File: config.mk
export PLATFORM = sky130hd
export DESIGN_NAME = fft_bin_collector
export DESIGN_NICKNAME = d
export VERILOG_FILES = /design/src/rtl/fft_bin_collector.sv
export SDC_FILE = /design/constraint.sdc
export NUM_CORES = 1
export LEC_CHECK = 0
export ABC_AREA = 1
export ABC_CLOCK_PERIOD_IN_PS = 7300
export BUFFER_PORTS_ARGS = -buffer_cell sky130_fd_sc_hd__buf_2
export CAP_MARGIN = 5
export CORE_MARGIN = 2
export CORE_UTILIZATION = 40
export CTS_CLUSTER_DIAMETER = 50
export DETAILED_ROUTE_END_ITERATION = 8
export PLACE_DENSITY = 0.63
export REMOVE_ABC_BUFFERS = 1
export SLEW_MARGIN = 20
export SYNTH_ARGS = -nofsm -noshare
export SYNTH_HDL_FRONTEND = slang
export SYNTH_SLANG_ARGS = --single-unit
File: constraint.sdc
create_clock -name clk -period 7.3 [get_ports clk]
set_input_delay 2.19 -clock clk [delete_from_list [all_inputs] [get_ports clk]]
set_output_delay 2.19 -clock clk [all_outputs]
set_load 0.005 [all_outputs]
File: src/rtl/fft_bin_collector.sv
// Frames the tiny_fft serial stream (real word then imaginary word per bin), stores
// per-bin L1 magnitudes, tracks the peak bin and drains one frame to a valid/ready host.
module fft_bin_collector #(
    parameter int unsigned N_BINS = 8,
    parameter int unsigned DW     = 6,
    parameter int unsigned MW     = DW + 1
) (
    input  logic                      clk,
    input  logic                      rst,
    input  logic [DW-1:0]             fft_data,
    input  logic                      fft_real,
    input  logic                      fft_idx_zero,
    output logic                      mag_valid,
    input  logic                      mag_ready,
    output logic [MW-1:0]             mag_data,
    output logic [$clog2(N_BINS)-1:0] mag_idx,
    output logic                      mag_last,
    output logic [$clog2(N_BINS)-1:0] peak_idx,
    output logic [MW-1:0]             peak_mag,
    output logic                      busy,
    output logic                      sync_err
);

    localparam int unsigned BW = $clog2(N_BINS);
    localparam logic [BW-1:0] LAST_BIN = BW'(N_BINS - 1);

    typedef enum logic [1:0] {
        ST_HUNT   = 2'd0,
        ST_COL_RE = 2'd1,
        ST_COL_IM = 2'd2,
        ST_DRAIN  = 2'd3
    } state_t;

    state_t state_q, state_d;

    logic          frame_start_c;
    logic          frame_err_c;
    logic [DW-1:0] re_q, re_d;
    logic [BW-1:0] bin_q, bin_d;
    logic [MW-1:0] mem_q [N_BINS];
    logic          mem_we_c;

    logic          mag_valid_q, mag_valid_d;
    logic [MW-1:0] mag_data_q, mag_data_d;
    logic [BW-1:0] mag_idx_q, mag_idx_d;
    logic          mag_last_q, mag_last_d;
    logic [BW-1:0] peak_idx_q, peak_idx_d;
    logic [MW-1:0] peak_mag_q, peak_mag_d;
    logic          sync_err_q, sync_err_d;
    logic          busy_q, busy_d;
    logic [BW-1:0] nxt_idx_c;

    logic signed [MW-1:0] re_sx_c, im_sx_c;
    logic [MW-1:0]        re_abs_c, im_abs_c, mag_c;

    // L1 magnitude of the held real word and the current imaginary word; MW bits never overflow
    always_comb begin
        re_sx_c  = MW'(signed'(re_q));
        im_sx_c  = MW'(signed'(fft_data));
        re_abs_c = re_sx_c[MW-1] ? MW'(-re_sx_c) : MW'(re_sx_c);
        im_abs_c = im_sx_c[MW-1] ? MW'(-im_sx_c) : MW'(im_sx_c);
        mag_c    = re_abs_c + im_abs_c;
    end

    always_ff @(posedge clk) begin
        if (rst) begin
            state_q <= ST_HUNT;
        end else begin
            state_q <= state_d;
        end
    end

    // Framing: HUNT waits for a bin-0 real word; COLLECT alternates real/imaginary words
    always_comb begin
        state_d       = state_q;
        frame_start_c = 1'b0;
        frame_err_c   = 1'b0;
        case (state_q)
            ST_HUNT: begin
                if (fft_real && fft_idx_zero) begin
                    frame_start_c = 1'b1;
                    state_d       = ST_COL_IM;
                end
            end
            ST_COL_RE: begin
                if (!fft_real || fft_idx_zero) begin
                    frame_err_c = 1'b1;
                    state_d     = ST_HUNT;
                end else begin
                    state_d = ST_COL_IM;
                end
            end
            ST_COL_IM: begin
                if (fft_real) begin
                    frame_err_c = 1'b1;
                    state_d     = ST_HUNT;
                end else if (bin_q == LAST_BIN) begin
                    state_d = ST_DRAIN;
                end else begin
                    state_d = ST_COL_RE;
                end
            end
            ST_DRAIN: begin
                if (mag_valid_q && mag_ready && mag_last_q) begin
                    state_d = ST_HUNT;
                end
            end
            default: state_d = ST_HUNT;
        endcase
    end

    always_comb begin
        re_d        = re_q;
        bin_d       = bin_q;
        mem_we_c    = 1'b0;
        mag_valid_d = mag_valid_q;
        mag_data_d  = mag_data_q;
        mag_idx_d   = mag_idx_q;
        mag_last_d  = mag_last_q;
        peak_idx_d  = peak_idx_q;
        peak_mag_d  = peak_mag_q;
        sync_err_d  = frame_err_c;
        busy_d      = (state_d != ST_HUNT);
        nxt_idx_c   = mag_idx_q + BW'(1);
        case (state_q)
            ST_HUNT: begin
                if (frame_start_c) begin
                    re_d       = fft_data;
                    bin_d      = '0;
                    peak_idx_d = '0;
                    peak_mag_d = '0;
                end
            end
            ST_COL_RE: begin
                if (!frame_err_c) begin
                    re_d = fft_data;
                end
            end
            ST_COL_IM: begin
                if (!frame_err_c) begin
                    mem_we_c = 1'b1;
                    // Strict compare keeps the lower bin on ties
                    if ((bin_q == '0) || (mag_c > peak_mag_q)) begin
                        peak_mag_d = mag_c;
                        peak_idx_d = bin_q;
                    end
                    if (bin_q == LAST_BIN) begin
                        mag_valid_d = 1'b1;
                        mag_data_d  = mem_q[0];
                        mag_idx_d   = '0;
                        mag_last_d  = 1'b0;
                    end else begin
                        bin_d = bin_q + BW'(1);
                    end
                end
            end
            ST_DRAIN: begin
                if (mag_valid_q && mag_ready) begin
                    if (mag_last_q) begin
                        mag_valid_d = 1'b0;
                        mag_data_d  = '0;
                        mag_idx_d   = '0;
                        mag_last_d  = 1'b0;
                    end else begin
                        mag_idx_d  = nxt_idx_c;
                        mag_data_d = mem_q[nxt_idx_c];
                        mag_last_d = (nxt_idx_c == LAST_BIN);
                    end
                end
            end
            default: ;
        endcase
    end

    always_ff @(posedge clk) begin
        if (rst) begin
            re_q        <= '0;
            bin_q       <= '0;
            mag_valid_q <= 1'b0;
            mag_data_q  <= '0;
            mag_idx_q   <= '0;
            mag_last_q  <= 1'b0;
            peak_idx_q  <= '0;
            peak_mag_q  <= '0;
            sync_err_q  <= 1'b0;
            busy_q      <= 1'b0;
        end else begin
            re_q        <= re_d;
            bin_q       <= bin_d;
            mag_valid_q <= mag_valid_d;
            mag_data_q  <= mag_data_d;
            mag_idx_q   <= mag_idx_d;
            mag_last_q  <= mag_last_d;
            peak_idx_q  <= peak_idx_d;
            peak_mag_q  <= peak_mag_d;
            sync_err_q  <= sync_err_d;
            busy_q      <= busy_d;
        end
    end

    // Frame buffer needs no reset: every entry is rewritten before it is drained
    always_ff @(posedge clk) begin
        if (mem_we_c) begin
            mem_q[bin_q] <= mag_c;
        end
    end

    assign mag_valid = mag_valid_q;
    assign mag_data  = mag_data_q;
    assign mag_idx   = mag_idx_q;
    assign mag_last  = mag_last_q;
    assign peak_idx  = peak_idx_q;
    assign peak_mag  = peak_mag_q;
    assign busy      = busy_q;
    assign sync_err  = sync_err_q;

endmodule

# Yosys cells after proc, flatten, opt, wreduce, memory -nomap -nowiden
# Memories as Yosys holds them, arrays and structs flattened.
# Index checks and enable logic that the tools add are counted.
word_totals:
  out_inout_bits: 24
  inputBits: 11
  n_memories: 1
  ram_bits: 56
  ff_bits: 35
op_classes:
  order_cmp: 1
  reduce_logical: 17
  n_eq_ne: 13
  muxes: 51
  n_addsub: 5
mem_list:
  columns: ["memory", "words", "width", "read_ports", "rd_clocked_by_memory_dff", "wr", "line_no", "source"]
  rows:
  - ["mem_q", 8, 7, 2, 0, 1, "40", "logic [MW-1:0] mem_q [N_BINS];"]
op_table:
  columns: ["cell", "count"]
  rows:
  - ["two-way mux 7 bit", 9]
  - ["one-hot mux 7 bit (2 select lines)", 2]
  - ["two-way mux 3 bit", 9]
  - ["one-hot mux 3 bit (2 select lines)", 3]
  - ["two-way mux 1 bit", 16]
  - ["!= test 2 bit, second input constant", 8]
  - ["negator 6 -> 7 bit", 2]
  - ["two-way mux 6 bit", 2]
  - ["one-hot mux 6 bit (2 select lines)", 1]
  - ["AND reduction 4 bit", 3]
  - ["two-way mux 2 bit", 5]
  - ["one-hot mux 2 bit (4 select lines)", 1]
  - ["nonzero test 2 bit", 4]
  - ["adder 7 bit", 1]
  - ["greater-than comparator 7 bit", 1]
  - ["adder 3 x 1 -> 3 bit, second input constant", 2]
  - ["== test 3 bit, second input constant", 2]
  - ["one-hot mux 1 bit (2 select lines)", 3]
  - ["AND reduction 5 bit", 1]
  - ["== test 2 bit, second input constant", 2]
  - ["logical AND 1 bit", 3]
  - ["zero test 3 bit", 1]
  - ["AND reduction 3 bit", 1]
  - ["== test 2 x 1 -> 1 bit, second input constant", 1]
  - ["other kinds (3)", 4]

# Depth between registers and ports, before layout
# Gate-level depths: netlist of the first run.
logic_depth:
  depth_word: 8
  ltp_mapped: 23
  mapped_depth_nobuf: 23

# Worst setup path after synthesis of the first run
# Ideal clock, no wire load.
synth_timing:
  path_kind: "input port to flip-flop"
  from: "input port fft_data[1]"
  to: "register peak_idx_q[0] (netlist: peak_idx[0])"
  n_path_buf: 1
  path_slack_ps: 2573
  cell_stages: 19
  required_time_ps: 7185
  arrival_ps: 4612
  cell_sequence: "inv_1 ha_1 nand2_1 o21ai_0 inv_1 fa_1 inv_1 nand4_1 o211ai_1 ha_1 nand2_1 inv_1 a21oi_1 nand2_1 nand2_1 nand2_2 buf_2 a21oi_1 nor2_1"
synth_between:
  elab_chain_cells: 7
synth_rtl:
  columns: ["element", "line_no", "source"]
  rows:
  - ["start: declaration", "10", "input logic [DW-1:0] fft_data,"]
  - ["negator 6 -> 7 bit", "61", "im_abs_c = im_sx_c[MW-1] ? MW'(-im_sx_c) : MW'(im_sx_c);"]
  - ["two-way mux 7 bit *", "61", null]
  - ["adder 7 bit *", "62", "mag_c = re_abs_c + im_abs_c;"]
  - ["named net mag_c[6]", "54", "logic [MW-1:0] re_abs_c, im_abs_c, mag_c;"]
  - ["greater-than comparator 7 bit *", "143", "if ((bin_q == '0) || (mag_c > peak_mag_q)) begin"]
  - ["logical OR 1 bit *", "143", null]
  - ["!= test 2 bit (no source line) *", null, null]
  - ["AND reduction 4 bit (no source line) *", null, null]
  - ["end signal: assignment", "194", "peak_idx_q <= peak_idx_d;"]
  - ["end: declaration", "47", "logic [BW-1:0] peak_idx_q, peak_idx_d;"]
# Mark *: on every way through the listed nets, which the timed path passes. The rest lies on a longest branch.
# A chain may end at the register's enable or synchronous reset.

# Final worst setup path of the first run
layout_timing:
  from: "input port fft_data[0]"
  to: "register peak_mag_q[5] (netlist: peak_mag[5])"
layout_between:
  elab_chain_cells: 7
layout_rtl:
  columns: ["element", "line_no", "source"]
  rows:
  - ["negator 6 -> 7 bit", "61", null]
  - ["two-way mux 7 bit *", "61", null]
  - ["adder 7 bit *", "62", null]
  - ["named net mag_c[2]", "54", null]
  - ["greater-than comparator 7 bit *", "143", null]
  - ["logical OR 1 bit *", "143", null]
  - ["!= test 2 bit (no source line) *", null, null]
  - ["AND reduction 4 bit (no source line) *", null, null]
  - ["end signal: assignment", "195", "peak_mag_q <= peak_mag_d;"]
  - ["end: declaration", "48", "logic [MW-1:0] peak_mag_q, peak_mag_d;"]
# Mark *: on every way through the listed nets, which the timed path passes. The rest lies on a longest branch. The select of a mux whose other input is x is not followed.

==> results of run 1 <==
stage by stage:
step	cell area [sq um]	util, %	hold WS [ns]
2_1_floorplan	4643	-	0.4550
3_5_place_dp	5000	43.60	0.4551
3_3_place_gp	5000	43.60	0.4490
4_1_cts	5283	46.07	0.4650
5_1_grt	5283	46.07	0.4822
6_report	5283	46.07	0.4621
worst reg2reg max path: cells and delay by family, from the launching register on:
kind | cells | cell delay [ns]
AOI/OAI and AO/OA | 2 | 0.29
adders and majority gates | 3 | 1.11
buffers and inverters | 3 | 0.30
DFF | 1 | 0.36
and+or+nand+nor | 12 | 1.35
layout by cell type (no fill, tap or decap), types with 2 or more instances in the layout:
master,Yosys,layout
a21oi_1,33,33
a31oi_1,2,2
buf_2,7,34
clkbuf_1,7,2
clkbuf_16,0,9
clkbuf_8,0,2
dfxtp_1,35,35
edfxtp_1,56,56
ha_1,24,24
inv_1,91,91
inv_2,3,3
inv_4,1,2
nand2_1,167,167
nand2_2,4,4
nand3_1,65,65
nand4_1,3,3
nor2_1,47,47
nor3_1,3,3
nor4_1,2,2
o21ai_0,13,13
xor2_1,8,8
sequential cells by signal, summed over array words and instances, names as in the netlist:
signal	count
mag_last	1
bin_q	3
peak_idx	3
busy	1
mag_idx	3
mag_valid	1
sync_err	1
peak_mag	7
state_q	2
mag_data	7
re_q	6
mem_q	56
worst paths after layout:
kind	cells past startpoint	slack (ns)	to
setup / recovery	21	2.28	peak_mag[5]
hold / removal	2	0.46	mag_data[0]
setup reg to reg	20	3.79	peak_mag[5]
hold reg to reg	2	0.46	mag_data[0]
power by group through the flow:
stage / clock network [W] / logic [W] / registers [W]
floorplan: 0 / 0.000268 / 0.000654
global placement: 0 / 0.000377 / 0.000650
detailed placement: 0 / 0.000386 / 0.000651
CTS: 0.000448 / 0.000389 / 0.000640
global route: 0.000468 / 0.000446 / 0.000644
finish: 0.000437 / 0.000386 / 0.000640
routing by layer:
metal | vias to the layer above | share of wire, % | track usage (%)
li1 | 1925 | - | -
met1 | 1653 | 46 | 21.87
met2 | 82 | 48 | 28.70
met3 | 12 | 4.6 | 3.803
met4 | 0 | 1.2 | 5.122
met5 | - | 0 | 0
cell families after synthesis:
group                    share of synthesized area (%)
XOR/XNOR                                         1.665
buffers and inverters                            9.514
flip-flops                                       50.32
adder cells (fa/ha/maj)                          6.765
AND/OR/NAND/NOR                                  25.98
AO/OA/AOI/OAI                                    5.761
area by class of cell:
type | instances | area, sq um
Clock buffer | 13 | 260.3
Clock inverter | 3 | 22.52
Fill cell | 1122 | 6185
Inverter | 95 | 359.1
Multi-Input combinational cell | 381 | 1902
Sequential cell | 91 | 2382
Tap cell | 143 | 178.9
Timing Repair Buffer | 35 | 177.7
synth_stat cells, drive strengths merged:
cell / n / area share (%)
nor2: 48 / 3.9
buf: 10 / 1.4
nand2: 171 / 14
fa: 1 / 0.42
or2: 1 / 0.13
o22ai: 1 / 0.13
o21ai: 14 / 1.6
nand3b: 1 / 0.16
dfxtp: 35 / 15
a31oi: 2 / 0.26
a21boi: 1 / 0.16
nor3: 3 / 0.32
edfxtp: 56 / 36
o211ai: 1 / 0.16
nor4: 2 / 0.26
xor2: 8 / 1.5
clkbuf: 7 / 0.56
xnor2: 1 / 0.19
nand4: 3 / 0.40
nand3: 66 / 7.1
a21oi: 33 / 3.5
ha: 24 / 6.3
inv: 95 / 7.6
==> reports/results.tsv, run 1 <==
stage	metric	value	unit
status	outcome	complete, no violations	
critical_path	critical-path-top-delay-family	simple AND/OR/NAND/NOR gates	
die	io_pins	35	
critical_path	startpoint_type	input pin	
clocking	cts_resized	0	
detailed_routing	via_count	3672	
layout	drive_above_1_share	9.709	%
pwr	swShare	31.86	%
critical_path	crit_buf_inv	4	
layout	num_antenna_cells	0	
layout	areaGrowthSynthToFinish	11.58	%
clocking	clkSinkCount	91	
yosys	synth_seq_area_share	50.32	%
detailed_routing	detail-route-antenna-nets	0	
flow_run	max_cap_violations	0	
placement	place_inst	745	
timing	hold_viol	0	
placement	place.gp.congestion	0.8039	
yosys	synthCells	584	
clocking	cts-root-buf	clkbuf_16	
clocking	postCtsHoldBufs	0	
timing	grt_setup_unrepaired	false	
critical_path	crit_required	7.53	ns
placement	place_ws	1.964	ns
critical_path	worstReg2RegStart	re_q[0]	
timing	report.final.slew_viol_count	0	
detailed_routing	drt-initial-drc-count	215	
pwr	seq_power_share	43.7	%
yosys	yosysUniqueCellTypes	31	
pwr	pwr-share-comb	26.4	%
die	start_util	41.29	%
clocking	clockBufferDepth	2	
hold_path	hp-class	flop to flop	
grt	grt_overflow	0	
yosys	ys_seq_elements	91	
pwr	p_clk_share	29.9	%
grt	grt_usage	16.99	%
yosys	syn_area	0.004735	sq mm
die	fp-row-count	39	
die	core-area	0.01147	sq mm
critical_path	setup.worst_path.start	fft_data[0]	
yosys	avgSynthCellArea	8.107	sq um
layout	nets	649	
layout	final_cells	761	
yosys	yosysWarnings	0	
critical_path	slowest_stage	nor2_1	
critical_path	arrival	5.25	ns
grt	grt_max_degree	32	
timing	finClkSkew	0.008521	ns
pwr	leakage	2.434	nW
detailed_routing	drc	0	
critical_path	path_cells	buf_2 -> inv_1 -> ha_1 -> nand2_1 -> o21ai_0 -> inv_1 -> fa_1 -> inv_1 -> nor2_1 -> nor2_1 -> ha_1 -> a21oi_1 -> nand2_1 -> nand2_1 -> nand2_1 -> nand2_1 -> nand2_2 -> nand2_1 -> nand2_1 -> nand2_1 -> nor2_1	
critical_path	critical_path_class	input pin to flop	
timing	worst_pin_slew	0.9763	ns
grt	antenna_found_initial	0	
detailed_routing	vias_per_cell	4.825	
critical_path	max_stage_delay	0.48	ns
clocking	post-cts-setup-buffer-count	0	
timing	setup_viol	0	
placement	dp_hpwl	6935	um
clocking	clk_pin_slew	0.07	ns
clocking	numCtsBuffers	9	
hold_path	hold_path.startpoint	mag_data[0]	
clocking	cts_max_level	3	
pwr	internal_power	0.0009972	W
die	die_h	112.8	um
detailed_routing	dr.pass1.iters	7	
pwr	finalPower	0.001463	W
pwr	ir_drop	161.6	uV
clocking	cts_tree	built	
clocking	insertion_delay	0.34	ns
timing	relSlewSlack	34.84	%
timing	fin_crit	5.016	ns
detailed_routing	drt-wirelength-per-cell	13.30	um
timing	finalCritPeriodShare	68.71	%
pwr	power_density	277.0	mW/mm^2
grt	grt_first_pass_wirelength	17310	um
critical_path	path_max_fanout	17	
pwr	p_sw	0.0004662	W
critical_path	cp_common_cell	nand2_1	
die	die-area	0.01272	sq mm
die	dieWidth	112.8	um
grt	grt_pass1_vias	3640	
timing	worst_slack	2.284	ns
timing	setup_tns	0	ns
detailed_routing	routed_wl	10120	um
critical_path	worstSetupEndpointType	flop	
timing	fmax	0.1994	GHz
placement	portBuffers	34	
Note: power is estimated with default switching activity, not from simulation.
==> inputs of run 2 (changes only) <==
--- a/config.mk
+++ b/config.mk
@@ -6,7 +6,7 @@
 export NUM_CORES = 1
 export LEC_CHECK = 0
 export ABC_AREA = 1
-export ABC_CLOCK_PERIOD_IN_PS = 7300
+export ABC_CLOCK_PERIOD_IN_PS = 4800
 export BUFFER_PORTS_ARGS = -buffer_cell sky130_fd_sc_hd__buf_2
 export CAP_MARGIN = 5
 export CORE_MARGIN = 2
==> constraint.sdc (replaced) <==
create_clock -name clk -period 4.8 [get_ports clk]
set_input_delay 1.44 -clock clk [delete_from_list [all_inputs] [get_ports clk]]
set_output_delay 1.44 -clock clk [all_outputs]
set_load 0.005 [all_outputs]
==> reports/results.tsv, run 2 (synthesis results as in run 1) <==
stage	metric	value	unit
detailed_routing	dr.pass1.iters	5	
layout	finalCoreUtilization	46.31	%
timing	fin_crit	4.154	ns
grt	grt_first_pass_wirelength	17060	um
layout	areaGrowthSynthToFinish	12.16	%
detailed_routing	drc	0	
layout	layout_common_cells	nand2_1 (167), inv_1 (91), nand3_1 (65), edfxtp_1 (56), nor2_1 (47)	
detailed_routing	drt-initial-drc-count	128	
layout	largest_reg_flops	56	
die	fp-row-count	39	
clocking	clkSinkCount	91	
timing	hold_viol	0	
layout	nets	653	
critical_path	slowest_stage	fa_1	
die	dieWidth	112.8	um
clocking	clk_pin_slew	0.06	ns
placement	portBuffers	34	
clocking	numCtsBuffers	9	
critical_path	startpoint_type	input pin	
grt	antenna_found_initial	0	
detailed_routing	vias_per_cell	4.810	
layout	top_register	mem_q	
pwr	power_density	420.0	mW/mm^2
detailed_routing	detail-route-antenna-nets	0	
pwr	internal_power	0.001515	W
layout	fillers	1104	
timing	setup_tns	0	ns
critical_path	crit_buf_inv	5	
critical_path	regToRegSetupSlack	1.41	ns
detailed_routing	via_count	3680	
hold_path	hp-class	flop to flop	
clocking	postCtsHoldBufs	0	
pwr	swShare	32.06	%
flow_run	max_cap_violations	0	
pwr	finalPower	0.002230	W
pwr	seq_power_share	43.7	%
critical_path	path_max_fanout	17	
timing	grt_setup_unrepaired	false	
clocking	cts_resized	0	
die	core-area	0.01147	sq mm
pwr	pwr-share-comb	27.0	%
layout	fin_area	0.005310	sq mm
grt	grt_max_degree	32	
critical_path	max_stage_delay	0.42	ns
detailed_routing	drt-wirelength-per-cell	13.14	um
timing	report.final.slew_viol_count	0	
detailed_routing	routed_wl	10050	um
grt	grt_usage	16.70	%
timing	finalCritPeriodShare	86.55	%
clocking	clockBufferDepth	2	
pwr	ir_drop	206.5	uV
placement	dpl_cell_area	0.005030	sq mm
timing	relSlewSlack	47.69	%
layout	num_antenna_cells	0	
placement	place.gp.congestion	0.8643	
clocking	cts-root-buf	clkbuf_16	
layout	final_common_cell	nand2_1	
pwr	p_sw	0.0007150	W
die	die-area	0.01272	sq mm
die	die_h	112.8	um
clocking	insertion_delay	0.33	ns
pwr	leakage	2.449	nW
critical_path	arrival	4.38	ns
grt	grt_overflow	0	
placement	dp_hpwl	7063	um
pwr	p_clk_share	29.3	%
clocking	cts_max_level	3	
clocking	cts_tree	built	
critical_path	path_cells	buf_2 -> inv_1 -> ha_1 -> nand2_1 -> o21ai_0 -> inv_1 -> fa_1 -> inv_1 -> nand3_1 -> nand3b_1 -> nand2_1 -> inv_1 -> ha_1 -> nand2_1 -> nand2_1 -> a21oi_1 -> nand2_1 -> nand2_1 -> nand2_2 -> nand2_1 -> nand2_1 -> nand2_1 -> nor2_1	
critical_path	critical_path_class	input pin to flop	
status	outcome	complete, no violations	
critical_path	worstSetupEndpointType	flop	
critical_path	critical-path-top-delay-family	simple AND/OR/NAND/NOR gates	
grt	grt_pass1_vias	3635	
timing	worst_pin_slew	0.7790	ns
die	io_pins	35	
critical_path	crit_required	5.03	ns
critical_path	cp_common_cell	nand2_1	
die	start_util	41.29	%
layout	drive_above_1_share	10.45	%
timing	setup_viol	0	
clocking	post-cts-setup-buffer-count	0	
timing	finClkSkew	0.006078	ns
timing	fmax	0.2407	GHz
## run 2: power by group through the flow
stage                     combinational (W)  sequential, W  clock (W)
after floorplan                    0.000408       0.000994          0
after global placement             0.000587       0.000988          0
after detailed placement           0.000605       0.000991          0
after CTS                          0.000608       0.000974   0.000668
after global routing               0.000702       0.000980   0.000695
final                              0.000603       0.000974   0.000653
## run 2: per-stage QoR
stage          worst slack [ns]  hold WS (ns)  instances
2_1_floorplan            0.8258        0.4550        567
3_3_place_gp             0.5112        0.4494        749
3_5_place_dp             0.3183        0.4543        749
4_1_cts                  0.6689        0.4648        765
5_1_grt                  0.2193        0.4823        765
6_report                 0.6455        0.4619        765
## run 2: layout make-up
cell class / instances / area, sq um / share of cell area [%]
timing repair buffer: 39 / 207.7 / 3.911
sequential: 91 / 2382 / 44.86
inverter: 95 / 359.1 / 6.762
clock buffer: 11 / 242.7 / 4.571
clock inverter: 5 / 37.54 / 0.7069
tap: 143 / 178.9 / 3.369
multi-input combinational: 381 / 1902 / 35.82
## run 2: metal layers
layer / share of wire (%) / routed length [um] / vias to the layer above / GRT usage [%]
met5: 0 / 0 / - / 0
li1: - / - / 1932 / -
met3: 5.1 / 516 / 17 / 3.428
met2: 46 / 4659 / 90 / 27.39
met1: 46 / 4592 / 1641 / 21.64
met4: 2.8 / 281 / 0 / 6.911
## run 2: worst paths after layout
| check | startpoint | to | cells past startpoint |
|---|---|---|---|
| worst max-delay path | fft_data[0] | peak_mag[5] | 23 |
| worst min-delay path | mag_data[1] | mag_data[1] | 2 |
| worst max register to register | re_q[0] | peak_mag[5] | 22 |
| worst min register to register | mag_data[1] | mag_data[1] | 2 |
## run 2: tightest hold or removal path, cell delays in order, from the launching register on
cell	delay (ns)
dfxtp_1	0.31
nand2_1	0.06
a21oi_1	0.05
